$ cat src/rtl/pair_unpack_if.sv
// pair_unpack_if
// Bundles the symbol-input and frame-output handshakes of pair_unpack.
//
// Signals:
//   in_valid / in_ready  - symbol handshake (source -> unpacker)
//   in_data [1:0]        - packed 2-bit symbol
//   in_swap              - field order of in_data: 0 = {d,c}, 1 = {c,d}
//   out_valid / out_ready- frame handshake (unpacker -> consumer)
//   out_c / out_d        - recovered c and d vectors, symbol k in bit k
//   out_x                - ~out_d
//   out_err              - in_swap changed inside the presented frame
//
// Modports:
//   slave  - the unpacker's view
//   master - the view of whatever drives the unpacker (source + consumer)
interface pair_unpack_if #(
  parameter int DEPTH = 4
);

  logic             in_valid;
  logic             in_ready;
  logic [1:0]       in_data;
  logic             in_swap;
  logic             out_valid;
  logic             out_ready;
  logic [DEPTH-1:0] out_c;
  logic [DEPTH-1:0] out_d;
  logic [DEPTH-1:0] out_x;
  logic             out_err;

  modport slave (
    input  in_valid, in_data, in_swap, out_ready,
    output in_ready, out_valid, out_c, out_d, out_x, out_err
  );

  modport master (
    output in_valid, in_data, in_swap, out_ready,
    input  in_ready, out_valid, out_c, out_d, out_x, out_err
  );

endinterface

$ cat src/rtl/pair_unpack.sv
// pair_unpack
// Receive-side counterpart of the bit-pair packer. Collects DEPTH packed
// 2-bit symbols into one frame, undoing the selectable field order, and
// presents the recovered c and d vectors (plus x = ~d) downstream.
//
// Ports:
//   clock - rising-edge clock
//   reset - synchronous, active-high; discards any partial frame and
//           clears the presented outputs
//   bus   - pair_unpack_if.slave carrying both handshakes (see interface)
//
// Parameters:
//   DEPTH - symbols per frame, 2..16
module pair_unpack #(
  parameter int DEPTH = 4
) (
  input  logic          clock,
  input  logic          reset,
  pair_unpack_if.slave  bus
);

  localparam int IDX_W = $clog2(DEPTH);
  localparam int CNT_W = IDX_W + 1;
  localparam logic [CNT_W-1:0] LAST_CNT = CNT_W'(DEPTH - 1);

  typedef enum logic [1:0] {
    IDLE = 2'd0,
    FILL = 2'd1,
    FULL = 2'd2
  } state_t;

  state_t           state;
  logic [CNT_W-1:0] cnt;
  logic             swap_q;
  logic             err_acc;
  logic [DEPTH-1:0] c_shadow;
  logic [DEPTH-1:0] d_shadow;
  logic [DEPTH-1:0] c_q;
  logic [DEPTH-1:0] d_q;
  logic             err_q;

  logic             can_accept;
  logic             beat;
  logic             dec_swap;
  logic             dec_c;
  logic             dec_d;
  logic             swap_diff;
  logic [IDX_W-1:0] idx;
  logic [DEPTH-1:0] c_merged;
  logic [DEPTH-1:0] d_merged;

  // Handshake status depends on the state register only, so neither ready
  // nor valid ever forms a combinational path from the opposite side.
  assign can_accept    = (state != FULL);
  assign bus.in_ready  = can_accept;
  assign bus.out_valid = (state == FULL);
  assign bus.out_c     = c_q;
  assign bus.out_d     = d_q;
  assign bus.out_x     = ~d_q;
  assign bus.out_err   = err_q;

  // Symbol decode. Beat 0 decodes with the live in_swap; every later beat
  // uses the order latched on beat 0, so a mid-frame change of in_swap only
  // raises the error flag and never alters the recovered bits.
  always_comb begin
    beat      = bus.in_valid && can_accept;
    dec_swap  = (state == IDLE) ? bus.in_swap : swap_q;
    dec_c     = dec_swap ? bus.in_data[1] : bus.in_data[0];
    dec_d     = dec_swap ? bus.in_data[0] : bus.in_data[1];
    swap_diff = (state == FILL) && (bus.in_swap != swap_q);
    idx       = (state == IDLE) ? '0 : cnt[IDX_W-1:0];
    c_merged  = c_shadow;
    d_merged  = d_shadow;
    c_merged[idx] = dec_c;
    d_merged[idx] = dec_d;
  end

  // Frame FSM. Partial frames live in the shadow registers; the presented
  // output registers are loaded only on the beat that completes a frame,
  // so the consumer never sees half-built data and the last frame stays
  // visible until the next one completes.
  always_ff @(posedge clock) begin
    if (reset) begin
      state    <= IDLE;
      cnt      <= '0;
      swap_q   <= 1'b0;
      err_acc  <= 1'b0;
      c_shadow <= '0;
      d_shadow <= '0;
      c_q      <= '0;
      d_q      <= '0;
      err_q    <= 1'b0;
    end else begin
      case (state)
        IDLE: begin
          if (beat) begin
            c_shadow <= DEPTH'(dec_c);
            d_shadow <= DEPTH'(dec_d);
            swap_q   <= bus.in_swap;
            err_acc  <= 1'b0;
            cnt      <= CNT_W'(1);
            state    <= FILL;
          end
        end
        FILL: begin
          if (beat) begin
            c_shadow <= c_merged;
            d_shadow <= d_merged;
            err_acc  <= err_acc | swap_diff;
            if (cnt == LAST_CNT) begin
              c_q   <= c_merged;
              d_q   <= d_merged;
              err_q <= err_acc | swap_diff;
              cnt   <= '0;
              state <= FULL;
            end else begin
              cnt <= cnt + 1'b1;
            end
          end
        end
        FULL: begin
          // No bypass back into FILL: the next frame's first beat can only
          // land on the edge after this handshake.
          if (bus.out_ready) begin
            state <= IDLE;
          end
        end
        default: begin
          state <= IDLE;
        end
      endcase
    end
  end

endmodule

$ cat src/flat_wrapper.sv
// flat-port wrapper written by rule: the top's interface ports become plain ports
module pair_unpack_flat 
#(
  parameter int DEPTH = 4
)
  (clock, reset, bus_in_valid, bus_in_data, bus_in_swap, bus_out_ready, bus_in_ready, bus_out_valid, bus_out_c, bus_out_d, bus_out_x, bus_out_err);
  pair_unpack_if #(.DEPTH(DEPTH)) bus_i ();
  input  logic clock;
  input  logic reset;
  input wire logic [$bits(bus_i.in_valid)-1:0] bus_in_valid;
  input wire logic [$bits(bus_i.in_data)-1:0] bus_in_data;
  input wire logic [$bits(bus_i.in_swap)-1:0] bus_in_swap;
  input wire logic [$bits(bus_i.out_ready)-1:0] bus_out_ready;
  output wire logic [$bits(bus_i.in_ready)-1:0] bus_in_ready;
  output wire logic [$bits(bus_i.out_valid)-1:0] bus_out_valid;
  output wire logic [$bits(bus_i.out_c)-1:0] bus_out_c;
  output wire logic [$bits(bus_i.out_d)-1:0] bus_out_d;
  output wire logic [$bits(bus_i.out_x)-1:0] bus_out_x;
  output wire logic [$bits(bus_i.out_err)-1:0] bus_out_err;
  assign bus_i.in_valid = bus_in_valid;
  assign bus_i.in_data = bus_in_data;
  assign bus_i.in_swap = bus_in_swap;
  assign bus_i.out_ready = bus_out_ready;
  assign bus_in_ready = bus_i.in_ready;
  assign bus_out_valid = bus_i.out_valid;
  assign bus_out_c = bus_i.out_c;
  assign bus_out_d = bus_i.out_d;
  assign bus_out_x = bus_i.out_x;
  assign bus_out_err = bus_i.out_err;
  pair_unpack #(.DEPTH(DEPTH)) u_core (.clock(clock), .reset(reset), .bus(bus_i));
endmodule
$ cat config.mk
export PLATFORM = sky130hd
export DESIGN_NAME = pair_unpack_flat
export DESIGN_NICKNAME = d
export VERILOG_FILES = /design/src/rtl/pair_unpack_if.sv /design/src/rtl/pair_unpack.sv /design/src/flat_wrapper.sv
export SDC_FILE = /design/constraint.sdc
export NUM_CORES = 1
export LEC_CHECK = 0
export ABC_AREA = 1
export CAP_MARGIN = 20
export CORE_MARGIN = 2
export CORE_UTILIZATION = 30
export CTS_CLUSTER_DIAMETER = 80
export DETAILED_ROUTE_END_ITERATION = 8
export HOLD_SLACK_MARGIN = 0.05
export PLACE_DENSITY = 0.48
export REMOVE_ABC_BUFFERS = 1
export SKIP_CTS_REPAIR_TIMING = 1
export SYNTH_ARGS = -nofsm -noshare
export SYNTH_HDL_FRONTEND = slang
export SYNTH_SLANG_ARGS = --single-unit
$ cat constraint.sdc
create_clock -name clock -period 4.9 [get_ports clock]
set_clock_uncertainty 0.15 [all_clocks]
set_input_delay 0.98 -clock clock [delete_from_list [all_inputs] [get_ports clock]]
set_output_delay 0.98 -clock clock [all_outputs]
set_load 0.01 [all_outputs]
==> results of run 1 <==
==> state kept, by name, indices dropped and copies added (netlist names) <==
name                count
u_core.cnt              3
u_core.state            2
u_core.bus.out_err      1
u_core.bus.out_d        4
u_core.bus.out_c        4
u_core.c_shadow         4
u_core.err_acc          1
u_core.d_shadow         4
u_core.swap_q           1
==> per-stage QoR <==
stage	power [W]	setup slack (ns)
final	0.000371	2.33
after global routing	0.000391	2.23
after CTS	0.000376	2.31
after detailed placement	0.000259	2.26
after global placement	0.000259	2.30
after floorplan	0.000241	3.08
==> cells in the final DEF, fill, tap and decap left out <==
cell type        count
nand2_1             43
nand3_1             26
inv_1               24
dfxtp_1             24
clkdlybuf4s50_1     21
a21oi_1             17
nor2_1              14
or2_2                7
inv_2                5
o21ai_0              4
clkbuf_8             3
nor2_4               2
nand2_4              2
nor2_2               2
nor3_2               1
clkinv_1             1
nand3_2              1
nand2_2              1
o21ai_2              1
nor2_8               1
o211a_1              1
a211o_2              1
a211oi_1             1
or2_1                1
a31o_2               1
nor3_1               1
ha_1                 1
==> report_power, final <==
| part | total, W | internal [W] | switching [W] |
|---|---|---|---|
| registers | 0.000203 | 0.000199 | 0.00000395 |
| clock network | 0.000117 | 0.0000549 | 0.0000619 |
| logic | 0.0000513 | 0.0000186 | 0.0000327 |
==> synth_stat cells <==
cell type,number,area share
a211o_2,1,0.0078
a211oi_1,1,0.0059
a21oi_1,17,0.067
a31o_2,1,0.0069
buf_2,1,0.0039
buf_6,1,0.0088
clkbuf_1,1,0.0029
clkinv_1,1,0.0029
dfxtp_1,24,0.38
ha_1,1,0.0098
inv_1,24,0.070
inv_2,5,0.015
nand2_1,43,0.13
nand2_2,1,0.0049
nand2_4,2,0.018
nand3_1,26,0.10
nand3_2,1,0.0078
nor2_1,14,0.041
nor2_2,2,0.0098
nor2_4,2,0.018
nor2_8,1,0.016
nor3_1,1,0.0039
nor3_2,1,0.0078
o211a_1,1,0.0078
o21ai_0,4,0.016
o21ai_2,1,0.0069
or2_1,1,0.0049
or2_2,7,0.034
==> worst max path at each step <==
stage / to / slack [ns] / cells past startpoint
finish: bus_out_valid / 2.33 / 3
floorplan: bus_in_ready / 3.08 / 3
global route: bus_out_valid / 2.23 / 3
CTS: bus_out_valid / 2.31 / 3
detailed placement: u_core.c_shadow[0] / 2.26 / 4
global placement: u_core.bus.out_err / 2.30 / 4
==> layout make-up <==
cell class	count	area share
sequential	24	0.305
clock buffer	3	0.0263
multi-input combinational	129	0.423
tap	50	0.0398
inverter	30	0.0716
timing repair buffer	21	0.134
==> cell families after synthesis <==
| logic type | after synthesis | share of synthesized area |
|---|---|---|
| AO/OA/AOI/OAI | 26 | 0.117 |
| adder cells (fa/ha/maj) | 1 | 0.00978 |
| buffers and inverters | 33 | 0.104 |
| flip-flops | 24 | 0.376 |
| AND/OR/NAND/NOR | 102 | 0.393 |
==> layer usage <==
metal,vias up,wire [um],GRT usage
met1,509,1550,0.185
met5,-,0,0
li1,634,-,-
met3,2,67,0.0233
met4,0,22,0.0327
met2,11,1250,0.208
==> critical path, cell delays in order, from the launching register on <==
cell and delay, ns:
dfxtp_1 0.44, inv_2 0.11, nor2_4 0.10, clkdlybuf4s50_1 0.54
==> flow_summary.yaml, run 1 <==
timing:
  hold_ws_ns: 0.306
  worst_slew_pin_slew_ns: 0.754
  setup_viol: 0
  post-route-period-util: 0.525
  relSlewSlack: 0.496
  rsz0062_at_grt: "false"
  report.final.slew_viol_count: 0
  fmax_ghz: 0.389
  fin_setup_tns_ns: 0
  finalCriticalPeriod_ns: 2.57
  finalHoldViolations: 0
final_layout:
  antenna-diode-count: 0
  area_growth_syn_to_layout_pct: 23.0
  finalNonFillerCells: 257
  fillerInstances: 434
  drive_above_1_share: 0.135
  regArea_um2: 480
  post-route-util: 0.388
  nNetsFinal: 217
  design_area_um2: 1570
  multiInputGateArea_um2: 666
placed_design:
  port_buffers: 21
  place_congestion: 0.749
  dpl.cell_count: 254
  hpwlAfterDp_um: 2160
  dpl-instance-area_um2: 1530
worst_setup_path:
  arrival_ns: 1.44
  endpoint_kind: "output pin"
  startpoint_type: "flop"
  r2r_end: "u_core.bus.out_d[1]"
  criticalPathCategory: "reg -> out"
  critPathLaunch: "u_core.state[1]"
  cp.required_ns: 3.77
  rr_startpoint: "u_core.cnt[0]"
  critPathMaxFanout: 4
  r2r_slack_ns: 3.07
  r2r_cells: 9
grt:
  grt_overflow_total: 0
  grt_antenna_before_repair: 0
  grt_pass1_vias: 1140
  track_usage: 0.131
  grt_max_degree: 21
  grt_pass1_wl_um: 5240
synth:
  ys_ff_latch: 24
  syn-mean-instance-area_um2: 6.87
  ys_seq_area_frac: 0.376
  synth_cell_type_count: 28
  netlist_instances: 186
  synth_area_um2: 1280
  yosysWarnings: 0
drt:
  totalWireLength_um: 2890
  drc: 0
  avgRoutedWirePerCell_um: 11.2
  drtIter0Drc: 71
  postRouteAntennaNets: 0
  via_per_inst: 4.50
  vias: 1156
  firstDrtPassIters: 6
hold_path:
  holdPathStages: 2
  min_path_type: "reg -> reg"
  min_from: "u_core.cnt[2]"
  hold_end: "u_core.cnt[2]"
floorplan:
  boundaryPins: 22
  die_width_um: 69.3
  row_count: 23
  dieArea_um2: 4800
  initial_utilization: 0.315
  core_area_um2: 4060
  die_h_um: 69.3
power_and_ir_drop:
  vdd_drop_max_v: 0.000122
  power_density_nw_per_um2: 236
  leakagePower_nw: 0.691
cts:
  h-tree-depth: 1
  clk_pin_slew_worst_paths_ns: 0.08
  root_buffer: "clkbuf_8"
  cts_tree: "yes"
  clk_path_buf_depth: 2
  clk-insertion-delay-late_ns: 0.26
  clock-sinks: 24
  cts_made_buffers: 3
job:
  drv_cap: 0
status:
  outcome: "finished, final reports clean"
No activity file was read; power rests on OpenSTA's default activity.
==> run 2: changes to the inputs <==
- clock period: 4.9 -> 2.45 ns (I/O delays scaled with it)
==> run 2 against run 1 <==
  * Setup slack worse by 2.0 ns
  * Combinational power is 100% higher
  * Final area is 1.4% higher
  * Sequential power is 100% higher
  * Non-clock buffer count is 1 higher
  * Flip-flop and latch count stayed put
  * Final cell count is 0.78% higher
  * Count of clock-buffer cells in the layout is 1 higher
  * Via count is 5.2% higher
  * First-iteration DRC count is 34% higher
  * Worst hold slack better by 0.0026 ns
  * Utilization is 0.52 points higher
  * Largest power group unchanged
==> flow_summary.yaml, run 2 (synthesis results as in run 1) <==
status:
  outcome: "finished, final reports clean"
job:
  drv_cap: 0
drt:
  drc: 0
  vias: 1216
  postRouteAntennaNets: 0
  totalWireLength_um: 3050
  via_per_inst: 4.69
  drtIter0Drc: 95
  firstDrtPassIters: 5
  avgRoutedWirePerCell_um: 11.8
timing:
  fin_setup_tns_ns: 0
  worst_slew_pin_slew_ns: 0.441
  report.final.slew_viol_count: 0
  finalHoldViolations: 0
  relSlewSlack: 0.705
  finalCriticalPeriod_ns: 2.11
  rsz0062_at_grt: "false"
  fmax_ghz: 0.475
  hold_ws_ns: 0.308
  post-route-period-util: 0.859
  timing.final.ws_setup_ns: 0.344
  setup_viol: 0
final_layout:
  nNetsFinal: 218
  multiInputGateArea_um2: 666
  regArea_um2: 480
  finalNonFillerCells: 259
  mostFrequentLayoutCells: "nand2_1, nand3_1, inv_1, dfxtp_1, clkdlybuf4s50_1"
  fillerInstances: 430
  mostFrequentLayoutCell: "nand2_1"
  drive_above_1_share: 0.144
  antenna-diode-count: 0
  area_growth_syn_to_layout_pct: 24.7
floorplan:
  die_h_um: 69.3
  boundaryPins: 22
  core_area_um2: 4060
  dieArea_um2: 4800
  die_width_um: 69.3
  initial_utilization: 0.315
  row_count: 23
grt:
  grt_pass1_wl_um: 5270
  grt_pass1_vias: 1113
  grt_max_degree: 17
  grt_overflow_total: 0
  grt_antenna_before_repair: 0
  track_usage: 0.134
cts:
  clock-sinks: 24
  cts_made_buffers: 3
  root_buffer: "clkbuf_8"
  cts_tree: "yes"
  clk_pin_slew_worst_paths_ns: 0.09
  clk_path_buf_depth: 2
  h-tree-depth: 1
  clk-insertion-delay-late_ns: 0.27
worst_setup_path:
  arrival_ns: 1.47
  criticalPathCategory: "reg -> out"
  cp.required_ns: 1.81
  r2r_slack_ns: 0.58
  endpoint_kind: "output pin"
  startpoint_type: "flop"
  critPathMaxFanout: 4
placed_design:
  port_buffers: 21
  hpwlAfterDp_um: 2310
  pre_cts_ws_ns: 0.478
  place_congestion: 0.803
  dpl.cell_count: 255
power_and_ir_drop:
  power_density_nw_per_um2: 493
  leakagePower_nw: 0.703
  vdd_drop_max_v: 0.000280
hold_path:
  min_path_type: "reg -> reg"
[run 2: per-stage QoR]
stage	power (W)	util	instance area (um^2)
global placement	0.000518	0.379	1540
CTS	0.000794	0.393	1590
detailed placement	0.000518	0.379	1540
finish	0.000786	0.393	1590
global route	0.000831	0.393	1590
floorplan	0.000481	-	1260
[run 2: power by group]
part           internal [W]  switching, W
clock network      0.000144      0.000132
logic             0.0000381     0.0000654
registers          0.000398    0.00000839
total              0.000580      0.000205
[run 2: path summary, 6_finish.rpt]
| check | cells after the start | start | endpoint |
|---|---|---|---|
| max | 3 | u_core.state[1] | bus_out_valid |
| min | 2 | u_core.cnt[2] | u_core.cnt[2] |
| max reg2reg | 9 | u_core.cnt[0] | u_core.bus.out_d[1] |
| min reg2reg | 2 | u_core.cnt[2] | u_core.cnt[2] |
[run 2: per-layer routing]
| metal | wire length [um] | part of all wire | track usage |
|---|---|---|---|
| met5 | 0 | 0 | 0 |
| met3 | 146 | 0.048 | 0.0422 |
| met1 | 1530 | 0.50 | 0.183 |
| met2 | 1340 | 0.44 | 0.203 |
| met4 | 34 | 0.011 | 0.0414 |
[run 2: worst max-delay path, stage by stage (launching register included)]
cell and delay (ns):
dfxtp_1 0.45, inv_2 0.11, nor2_4 0.10, clkdlybuf4s50_1 0.54
[run 2: cell type report]
type | count | area share
Multi-Input combinational cell | 129 | 0.418
Sequential cell | 24 | 0.301
Timing Repair Buffer | 22 | 0.137
Inverter | 30 | 0.0706
Tap cell | 50 | 0.0392
Clock buffer | 4 | 0.0345
==> run 3: changes to the inputs <==
- GPL_ROUTABILITY_DRIVEN: default -> 0
- SLEW_MARGIN: default -> 20
==> results of run 3 <==
Final layout, timing and power as in run 2 (identical DEF).
